### src/rtl/instr_fetch.sv
// Instruction fetch sequencer: launches one word read per fetch_en, holds the PC while a
// read is outstanding, and drains flushed reads. Optional misalignment fault: FETCH_ALIGN_CHECK_EN.
module instr_fetch (
  input  logic        clk,
  input  logic        clr,
  input  logic [31:0] pc_val,
  input  logic        fetch_en,
  input  logic        flush,
  input  logic        mem_ack,
  input  logic [31:0] mem_rdata,
  output logic        mem_req,
  output logic [31:0] mem_addr,
  output logic [31:0] instr,
  output logic        instr_valid,
  output logic        pc_stall,
  output logic        misalign,
  output logic [1:0]  dbg_state
);

  typedef enum logic [1:0] {
    S_IDLE  = 2'd0,
    S_REQ   = 2'd1,
    S_DONE  = 2'd2,
    S_DRAIN = 2'd3
  } state_t;

  localparam logic [31:0] NOP = 32'h0000_0013;

  // Handshake: mem_req and mem_addr are held stable from launch until the first cycle with
  // mem_ack=1; that cycle completes the read and mem_rdata is consumed only then.
  state_t      state_q, state_d;
  logic [31:2] addr_q;
  logic        launch_req;
  logic        bad_align;
  logic        launch;

  assign launch_req = fetch_en & ~flush & ((state_q == S_IDLE) | (state_q == S_DONE));

`ifdef FETCH_ALIGN_CHECK_EN
  logic misalign_q;
  assign bad_align = (pc_val[1:0] != 2'b00);
  assign misalign  = misalign_q;

  always_ff @(posedge clk or posedge clr) begin
    if (clr) begin
      misalign_q <= 1'b0;
    end else if (flush) begin
      misalign_q <= 1'b0;
    end else if (launch_req) begin
      misalign_q <= bad_align;
    end
  end
`else
  // Low PC bits are dropped: the fetch address is always forced word-aligned.
  logic pc_low_unused;
  assign pc_low_unused = ^pc_val[1:0];
  assign bad_align     = 1'b0;
  assign misalign      = 1'b0;
`endif

  assign launch = launch_req & ~bad_align;

  always_ff @(posedge clk or posedge clr) begin
    if (clr) begin
      state_q <= S_IDLE;
      addr_q  <= '0;
      instr   <= NOP;
    end else begin
      state_q <= state_d;
      if (launch) begin
        addr_q <= pc_val[31:2];
      end
      if ((state_q == S_REQ) && mem_ack && !flush) begin
        instr <= mem_rdata;
      end
    end
  end

  always_comb begin
    state_d     = state_q;
    mem_req     = 1'b0;
    pc_stall    = 1'b0;
    instr_valid = 1'b0;
    mem_addr    = {addr_q, 2'b00};
    case (state_q)
      S_IDLE: begin
        if (launch) state_d = S_REQ;
      end
      S_REQ: begin
        mem_req  = 1'b1;
        pc_stall = 1'b1;
        if (mem_ack) begin
          state_d = flush ? S_IDLE : S_DONE;
        end else if (flush) begin
          state_d = S_DRAIN;
        end
      end
      S_DONE: begin
        instr_valid = ~flush;
        state_d     = launch ? S_REQ : S_IDLE;
      end
      S_DRAIN: begin
        // The memory still owes a response; wait for it and throw it away.
        mem_req  = 1'b1;
        pc_stall = 1'b1;
        if (mem_ack) state_d = S_IDLE;
      end
      default: state_d = S_IDLE;
    endcase
  end

  assign dbg_state = state_q;

endmodule

### config.mk
export PLATFORM = sky130hd
export DESIGN_NAME = instr_fetch
export DESIGN_NICKNAME = d
export VERILOG_FILES = /design/src/rtl/instr_fetch.sv
export SDC_FILE = /design/constraint.sdc
export NUM_CORES = 1
export LEC_CHECK = 0
export BUFFER_PORTS_ARGS = -buffer_cell sky130_fd_sc_hd__buf_2
export CAP_MARGIN = 30
export CORE_ASPECT_RATIO = 1.2
export CORE_UTILIZATION = 40
export CTS_CLUSTER_SIZE = 25
export DETAILED_ROUTE_END_ITERATION = 10
export PLACE_DENSITY_LB_ADDON = 0.2
export RECOVER_POWER = 25
export SETUP_SLACK_MARGIN = 0.05
export SLEW_MARGIN = 20
export SYNTH_ARGS = -nofsm -noshare
export SYNTH_HDL_FRONTEND = slang
export SYNTH_SLANG_ARGS = --single-unit
export TNS_END_PERCENT = 50
### constraint.sdc
create_clock -name clk -period 4 [get_ports clk]
set_clock_uncertainty 0.15 [all_clocks]
set_input_delay 0.6 -clock clk [delete_from_list [all_inputs] [get_ports clk]]
set_output_delay 0.6 -clock clk [all_outputs]
set_load 0.05 [all_outputs]
# ---- Yosys cells after proc, flatten, opt, wreduce, memory -nomap -nowiden
# Index checks and enable logic that the tools add are counted.
dict set report classes {
  n_eq_ne 6
  n_mux 9
  bitwise_logic 4
  n_reduce_logical 6
}
# op n
set op_table {}
lappend op_table {{two-way mux 2 bit} 5}
lappend op_table {{case mux 2 bit (4 select lines)} 1}
lappend op_table {{== test 2 bit, second input constant} 2}
lappend op_table {{!= test 2 bit, second input constant} 2}
lappend op_table {{two-way mux 1 bit} 3}
lappend op_table {{!= test 3 bit, second input constant} 1}
lappend op_table {{AND reduction 3 bit} 1}
lappend op_table {{bitwise AND 1 bit} 2}
lappend op_table {{== test 2 x 1 -> 1 bit, second input constant} 1}
lappend op_table {{logical AND 1 bit} 2}
lappend op_table {{zero test 2 bit} 1}
lappend op_table {{OR reduction 2 bit} 1}
lappend op_table {{zero test 1 bit} 1}
lappend op_table {{NOT 1 bit} 1}
lappend op_table {{bitwise OR 1 bit} 1}
dict set report totals {
  regBits 64
  in_bits 69
  output_inout_bits 70
  wordCells 28
}

# ---- Depth between registers and ports, before layout
# Gate-level depths: netlist (run 1).
dict set report depth {
  ltp_word 5
  mapped_depth 4
  ltp_nobuf 2
}

# ---- Worst setup path before layout (run 1)
# No wires, ideal clock.
dict set report synth_path {
  path_type {reg2out}
  from {reg state_q[1] (netlist: dbg_state[1])}
  to {out instr_valid}
  arrival_time_ps 1867
  required_ps 3250
  slack_ps 1383
  path_stages_with_launch 2
  n_path_buf 0
  path_cell_list {dfrtp_1 -> nor3b_1}
}
dict set report synth_via {
  elab_chain_cells 2
}
# element line_no
set synth_lines {}
lappend synth_lines {{start, declared} 31} ;# state_t state_q, state_d;
lappend synth_lines {{start signal, assigned} 69} ;# state_q <= state_d;
lappend synth_lines {{== test 2 bit} 85} ;# case (state_q)
lappend synth_lines {{two-way mux 1 bit} 85}
lappend synth_lines {{end, declared} 14} ;# output logic instr_valid,
# Every way passes these cells.

# ---- Worst setup path in the final report (run 1)
dict set report layout_path {
  from {reg state_q[0] (netlist: dbg_state[0])}
  to {reg addr_q[24] in the netlist's numbering}
}
dict set report layout_via {
  elab_chain_cells 3
  word_cells_on_any_way 4
  cone_classes {eq/ne (1); bitwise (2); reduce/logical (1)}
}
# element line_no
set layout_lines {}
lappend layout_lines {{== test 2 bit or zero test 2 bit (tied branches)} 37} ;# assign launch_req = fetch_en & ~flush & ((state_q == S_IDLE) | (state_q == S_DONE));
lappend layout_lines {{bitwise OR 1 bit (*)} 37}
lappend layout_lines {{bitwise AND 1 bit (*)} 37}
lappend layout_lines {{end signal, assigned} 71} ;# addr_q <= pc_val[31:2];
lappend layout_lines {{end, declared} 32} ;# logic [31:2] addr_q;
# Mark *: on every way between the ends. The rest lies on a longest branch, timed or not.
# A chain may end at the register's enable or synchronous reset.

==> results of run 1 <==
layout make-up:
type	instances	share of cell area [%]
repair buffers	136	19.57
inverters	2	0.2147
flip-flops and latches	64	45.90
clock buffers	13	4.544
clock inverters	3	1.145
multi-input cells	72	25.69
well taps	82	2.934
metal layers:
metal	global-route usage [%]	vias up	wire length, um
met4	8.796	0	91
li1	-	780	-
met5	0	-	0
met3	4.464	9	364
met1	19.46	835	2066
met2	25.52	80	2642
report_power, final:
| part | internal (mW) | switching (mW) | total (mW) | leakage (nW) |
|---|---|---|---|---|
| Combinational | 0.339 | 0.821 | 1.16 | 0.929 |
| Clock | 0.320 | 0.225 | 0.545 | 0.103 |
| Sequential | 0.833 | 0.0891 | 0.922 | 0.758 |
| Total | 1.49 | 1.14 | 2.63 | 1.79 |
logic make-up (layout without fill, tap and decap cells):
group	count (synthesis)	in the layout	share of synthesized area, %
DFF	64	64	61.59
and+or+nand+nor	5	5	1.633
buffers and inverters	14	154	5.041
AOI/OAI and AO/OA	2	2	0.4800
muxes	62	62	31.11
other	1	3	0.1439
worst max-delay path by stage:
stage                        endpoint  depth (start not counted)
2_1_floorplan             instr_valid                          1
3_3_place_gp    instr[20]$_DFFE_PP0P_                          4
3_5_place_dp    instr[20]$_DFFE_PP0P_                          4
4_1_cts                   instr_valid                          2
5_1_grt        addr_q[24]$_DFFE_PP0P_                          3
6_report       addr_q[24]$_DFFE_PP0P_                          3
flip-flops by register name (all words and copies together) (netlist names):
register / cells
instr: 32
addr_q: 30
dbg_state: 2
stage by stage:
step | power [mW] | utilization [%] | cells | cell area, sq um | hold slack [ps]
2_1_floorplan | 1.841 | - | 150 | 2614 | 583.1
3_3_place_gp | 2.084 | 53.54 | 356 | 3302 | 312.7
3_5_place_dp | 2.103 | 53.54 | 356 | 3302 | 320.6
4_1_cts | 2.662 | 56.77 | 372 | 3501 | 202.4
5_1_grt | 2.753 | 56.71 | 372 | 3497 | 325.8
6_report | 2.628 | 56.71 | 372 | 3497 | 327.0
worst max-delay path: cells and delay by family, from the launching register on:
| family | cells | cell delay, ps |
|---|---|---|
| simple gates | 1 | 210 |
| mux | 1 | 440 |
| buf+inv | 1 | 1220 |
| flops | 1 | 480 |
cells in the mapped netlist, drive strengths merged:
| cell | instances |
|---|---|
| clkbuf | 1 |
| nor3b | 2 |
| conb | 1 |
| buf | 11 |
| o21ai | 1 |
| and3 | 1 |
| dfstp | 3 |
| dfrtp | 61 |
| or3 | 1 |
| mux2 | 62 |
| nor4bb | 1 |
| inv | 2 |
| a21o | 1 |
==> metrics, run 1 <==
count of different cell masters after synthesis 17; clk slew on worst S/H paths 70 ps; Max Buffers Root-to-Sink 2; worst-path maximum fanout 31; Sink Count 64; failing checks max-capacitance violations, max-slew violations; GRT Util Overall 16.15%; depth of the CTS H-tree 3; initial drt markers 23; vias in the first global route 1674; DRC 0; Total Wirelength 5.164 mm; CTS tree done; Die H 90.43 um; worst skew pair latency 320 ps; Layout area overhead 34.18%; I/O Pins 139; die width 75.69 um; LEAKAGE 1.790 nW; post-detail-place hpwl 3.762 mm; depth of the worst register-to-register path 3; Setup-failing EPs final 0; Die Area 6844 sq um; vias 1704; largest net degree at the start of global routing 36; fin. max-slew vios 32; sequential cell area 1605 sq um; commonest cells after routing, fill and taps aside buf_2, dfrtp_1, mux2_4; CTS buffer count 9; Critical Path RT 4050 ps; WHS Endpoint addr_q[14]$_DFFE_PP0P_; Gate Count Post-Synth 148; max cap viols 1; HP Start addr_q[14]$_DFFE_PP0P_; worst r2r src dbg_state[0]$_DFFE_PP0P_; Critical Path Start dbg_state[0]$_DFFE_PP0P_; First-pass DRT Iterations 4; drt wl/cell 13.88 um; Worst R2R End addr_q[24]$_DFFE_PP0P_; crit path kind reg2reg; Root Buffer clkbuf_8; diode count 0; most common cell after layout, fill and taps aside buf_2; syn_area_per_cell 17.61 sq um; fin crit period 2632 ps; vias per cell 4.581; PortBufs 133; row cnt 31; Post-DRT Antenna Nets 0; post-synth top area share 58.57%; setup repair after global routing missed its margin false; GP Congestion 0.6900; FILL cells 526; Multi-input gate area 898.4 sq um; ranking of synthesized cells by area dfrtp_1, mux2_4, mux2_2, mux2_1, dfstp_2; initial core utilization 42.26%; PD cells 751.4 nW/um^2; Final Hold Viols 0; global-route wire length before repair 8.045 mm; Setup TNS 0 ps; worst min path class reg2reg; Congestion Overflow GR 0; Post-CTS Resized 0; register bit total from synthesis 64; period utilization 65.80%; CP Cell Sequence nor3b_4 -> clkbuf_1 -> mux2_2; Core ar. 6167 sq um; initial antenna violation count 0; register area share after synthesis 61.59%; Worst EP arrival 2680 ps; Slowest Stage Delay on Critical Path 1220 ps; run status finished with violations; Hold Path Depth 1; Layout Nets 354; area of the mapped netlist 2606 sq um; Startpoint Class flop; Slowest-stage cell, CP clkbuf_1; cell taking the most area after synthesis dfrtp_1; critical path capture point type flop; Yosys Warn Count 0; VDD IR max 0.3045 mV; Worst-Margin Slew 1664 ps; Slew HR -10.94%; Hold-fix buffers, CTS 0; pre-CTS setup slack 1760 ps; postcts setup bufs 0; share of cells above drive strength 1 70.69%; post-route setup slack 1368 ps; reg2reg setup slack 1370 ps; Max Clock Freq 380.0 MHz
(Power assumes the default switching activity.)
==> run 2, diff against run 1 <==
--- a/config.mk
+++ b/config.mk
@@ -5,6 +5,7 @@
 export SDC_FILE = /design/constraint.sdc
 export NUM_CORES = 1
 export LEC_CHECK = 0
+export ABC_AREA = 1
 export BUFFER_PORTS_ARGS = -buffer_cell sky130_fd_sc_hd__buf_2
 export CAP_MARGIN = 30
 export CORE_ASPECT_RATIO = 1.2
==> constraint.sdc (replaced) <==
create_clock -name clk -period 2.46 [get_ports clk]
set_clock_uncertainty 0.15 [all_clocks]
set_input_delay 0.369 -clock clk [delete_from_list [all_inputs] [get_ports clk]]
set_output_delay 0.369 -clock clk [all_outputs]
set_load 0.05 [all_outputs]
==> metrics, run 2 <==
Sink Count 64; commonest cells after routing, fill and taps aside buf_2, nand2_1, dfrtp_1; initial drt markers 109; Yosys Warn Count 0; Worst EP arrival 1380 ps; DRC 0; Setup-failing EPs final 0; Root Buffer clkbuf_8; crit path kind reg2out; Congestion Overflow GR 0; final total power 6.048 mW; CTS tree done; postcts setup bufs 0; depth of the worst register-to-register path 4; Setup TNS 0 ps; die width 78.33 um; First-pass DRT Iterations 4; share of cells above drive strength 1 44.93%; register bit total from synthesis 64; Core ar. 6813 sq um; Post-synth EDFFs 0; Max Clock Freq 526.1 MHz; most common cell after layout, fill and taps aside buf_2; count of different cell masters after synthesis 19; most flop-heavy register instr; post-synthesis async set-or-reset flop share 100.0%; area of the mapped netlist 2796 sq um; Final Hold Viols 0; post-detail-place hpwl 4.082 mm; vias per cell 4.432; Critical Path RT 1940 ps; most frequent cells after synthesis nand2_1, dfrtp_1, inv_1; period utilization 77.26%; worst skew pair latency 320 ps; cell taking the most area after synthesis dfrtp_1; Gate Count Post-Synth 298; FILL cells 688; Layout area overhead 31.28%; depth of the CTS H-tree 3; fin. max-slew vios 0; Post-Layout Cell Count 521; Startpoint Class flop; diode count 0; PD cells 1648 nW/um^2; Hold-fix buffers, CTS 1; PortBufs 133; row cnt 33; register area share after synthesis 57.40%; clk slew on worst S/H paths 70 ps; Max Buffers Root-to-Sink 2; Total Wirelength 5.728 mm; max cap viols 0; fin crit period 1901 ps; Hold Path Depth 3; Layout Nets 498; largest net degree at the start of global routing 37; critical path capture point type output pin; vias 2309; worst-path maximum fanout 10; Inst Count DP 504; Slew HR 42.53%; setup repair after global routing missed its margin false; Die Area 7330 sq um; GRT Util Overall 16.68%; Largest register FFs 32; global-route wire length before repair 9.459 mm; post-synth top area share 54.59%; VDD IR max 0.7059 mV; I/O Pins 139; initial core utilization 41.05%; vias in the first global route 2193; LEAKAGE 2.172 nW; drt wl/cell 10.99 um; GP Congestion 0.7556; syn_area_per_cell 9.384 sq um; worst min path class in2reg; Post-DRT Antenna Nets 0; Worst-Margin Slew 862.0 ps; CTS buffer count 9; Synth Flop Type dfrtp_1; run status completed; most frequent cell after synthesis nand2_1; Post-CTS Resized 0; ranking of synthesized cells by area dfrtp_1, nand2_1, o21ai_2, nand3_1, inv_1; Die H 93.59 um; initial antenna violation count 1
-- run 2: critical path, cell delays in order (launching register included) --
cell and delay, ps:
dfrtp_1 510, nor3_1 250, buf_2 300
-- run 2: worst paths after layout --
kind,end,from,slack (ps)
setup / recovery,instr_valid,dbg_state[0]$_DFFE_PP0P_,560
hold / removal,instr[4]$_DFFE_PP1P_,mem_rdata[4],100
setup reg to reg,instr[29]$_DFFE_PP0P_,dbg_state[0]$_DFFE_PP0P_,610
hold reg to reg,addr_q[6]$_DFFE_PP0P_,addr_q[6]$_DFFE_PP0P_,320
max in group asynchronous,addr_q[25]$_DFFE_PP0P_,clr,900
min in group asynchronous,instr[29]$_DFFE_PP0P_,clr,630
-- run 2: logic make-up after synthesis --
logic type	share of synthesized area, %
AND/OR/NAND/NOR	20.81
AO/OA/AOI/OAI	10.65
buffers and inverters	11.01
other	0.1341
flip-flops	57.40
-- run 2: final cells by class --
| type | instances | area, sq um | area share [%] |
|---|---|---|---|
| sequential | 64 | 1605 | 43.73 |
| multi-input combinational | 177 | 890.9 | 24.27 |
| timing repair buffer | 139 | 720.7 | 19.63 |
| clock buffer | 14 | 192.7 | 5.249 |
| inverter | 38 | 142.6 | 3.885 |
| tap | 87 | 108.9 | 2.965 |
| clock inverter | 2 | 10.01 | 0.2727 |
-- run 2: where the power goes --
part	switching [mW]	total, mW	internal (mW)
Combinational	2.61	3.34	0.724
Clock	0.368	0.869	0.500
Sequential	0.273	1.84	1.57
Total	3.26	6.05	2.79
-- run 2: stage by stage --
step	setup WS (ps)	util, %	instance area, sq um	hold slack (ps)
global placement	646.4	50.84	3463	300.2
CTS	545.5	53.96	3676	72.53
floorplan	68.19	-	2804	326.8
finish	559.4	53.88	3671	97.78
detailed placement	599.5	50.84	3463	303.9
global route	448.3	53.88	3671	85.42
-- run 2: metal layers --
metal  vias to the layer above  part of all wire, %  GRT usage [%]
li1                       1171                    -              -
met1                      1042                   44          18.52
met2                        89                   47          28.44
met3                         7                  7.2          5.561
met4                         0                  1.3          8.333
met5                         -                    0              0
==> run 3, diff against run 2 <==
==> constraint.sdc (replaced) <==
create_clock -name clk -period 1.6 [get_ports clk]
set_clock_uncertainty 0.15 [all_clocks]
set_input_delay 0.24 -clock clk [delete_from_list [all_inputs] [get_ports clk]]
set_output_delay 0.24 -clock clk [all_outputs]
set_load 0.05 [all_outputs]
==> metrics, run 3 (same netlist as run 2, synthesis figures left out) <==
run status completed; CTS buffer count 9; period utilization 95.47%; Worst-Margin Slew 841.4 ps; post-route setup slack 72.50 ps; area post-placement 3543 sq um; Core ar. 6813 sq um; Final Util 63.88%; worst r2r src dbg_state[0]$_DFFE_PP0P_; First-pass DRT Iterations 4; drt wl/cell 11.58 um; max cap viols 0; Worst EP arrival 1140 ps; Setup TNS 0 ps; Die H 93.59 um; FILL cells 598; Max Buffers Root-to-Sink 2; initial drt markers 151; DRC 0; PortBufs 133; fin. max-slew vios 0; vias 2571; Layout area overhead 55.62%; LEAKAGE 2.449 nW; Post-DRT Antenna Nets 0; worst min path class in2reg; depth of the CTS H-tree 3; initial antenna violation count 0; clock power share 14.4%; die width 78.33 um; Final Hold Viols 0; Logic pwr share 56.4%; Power Internal 4.520 mW; Design Area, Final 4352 sq um; Layout Nets 564; crit path kind reg2out; post-detail-place hpwl 4.315 mm; Switching Fraction 53.14%; pre-CTS setup slack 210.1 ps; global-route wire length before repair 10.87 mm; Startpoint Class flop; VDD IR max 1.529 mV; Total Wirelength 6.796 mm; Sink Count 64; Switch Pwr 5.126 mW; worst-path maximum fanout 4; fin crit period 1527 ps; worst skew pair latency 330 ps; CTS tree done; GRT Util Overall 19.20%; Max Clock Freq 654.7 MHz; clk slew on worst S/H paths 70 ps; depth of the worst register-to-register path 5; commonest cells after routing, fill and taps aside buf_2, nand2_1, dfrtp_1; initial core utilization 41.05%; Congestion Overflow GR 0; setup repair after global routing missed its margin false; largest net degree at the start of global routing 41; most flop-heavy register instr; diode count 0; Largest register FFs 32; Critical Path RT 1210 ps; row cnt 33; Hold Path Depth 3; vias per cell 4.380; share of power burned in registers 29.2%; Setup-failing EPs final 0; Root Buffer clkbuf_8; I/O Pins 139; PD cells 2217 nW/um^2; WHS Endpoint addr_q[26]$_DFFE_PP0P_; share of cells above drive strength 1 41.00%; most common cell after layout, fill and taps aside buf_2; critical path capture point type output pin; Worst R2R End instr[8]$_DFFE_PP0P_; Die Area 7330 sq um; vias in the first global route 2465; HP Start pc_val[26]; reg2reg setup slack 160 ps; GP Congestion 0.7482; Slew HR 43.60%
run 3: cell count changes in the layout (fill, tap and decap cells not counted), sizes merged:
cell / delta
clkinvlp: +2
clkbuf: -3
dlygate4sd3: +57
clkinv: -1
buf: +11
inv: -1
bufinv: +1
run 3: power by group through the flow:
stage               sequential, mW  clock (mW)  combinational [mW]
global placement              2.82           0                5.21
detailed placement            2.86           0                5.25
finish                        2.81        1.39                5.44
CTS                           2.81        1.43                5.43
global route                  2.91        1.51                5.76
floorplan                     5.56           0                1.43
run 3: layout make-up:
cell class	instances	area [sq um]	area share (%)
flip-flops and latches	64	1607	36.92
repair buffers	205	1395	32.06
multi-input cells	177	895.9	20.59
clock buffers	13	158.9	3.652
inverters	38	143.9	3.307
well taps	87	108.9	2.501
clock inverters	3	42.54	0.9776
run 3: what timing repair did:
item | in CTS | in global routing
endpoints found under the hold margin | 72 | 0
gates resized for setup | 1 | 1
pin swaps | 0 | 1
setup endpoints to repair | 1 | 1
buffers inserted | 2 | 1
hold buffers | 58 | 0
run 3: worst max-delay path by stage:
stage | from | slack [ps] | end
detailed placement | dbg_state[1]$_DFFE_PP0P_ | 210 | instr[17]$_DFFE_PP0P_
finish | dbg_state[1]$_DFFE_PP0P_ | 70 | instr_valid
global placement | dbg_state[1]$_DFFE_PP0P_ | 240 | instr[5]$_DFFE_PP0P_
floorplan | dbg_state[1]$_DFFE_PP0P_ | -220 | instr_valid
CTS | dbg_state[0]$_DFFE_PP0P_ | 50 | instr_valid
global route | dbg_state[1]$_DFFE_PP0P_ | 40 | instr_valid
run 3: per-layer routing:
metal,global-route usage [%],part of all wire [%],wire length (um),vias to the layer above
li1,-,-,-,1305
met1,21.84,42,2864,1161
met2,32.97,49,3350,95
met3,5.561,7.2,486,10
met4,9.105,1.4,94,0
met5,0,0,0,-
run 3: critical path, cell delays in order (launching register included):
cell and delay [ps]:
dfrtp_1 400, inv_2 90, nor3_2 140, buf_6 180
run 3: per-stage QoR:
stage,instances,power (mW),hold WS [ps]
after floorplan,300,6.991,197.8
after global placement,510,8.031,114.3
after detailed placement,510,8.114,115.3
after CTS,586,9.672,1.322
after global routing,587,10.17,2.627
final,587,9.646,10.11
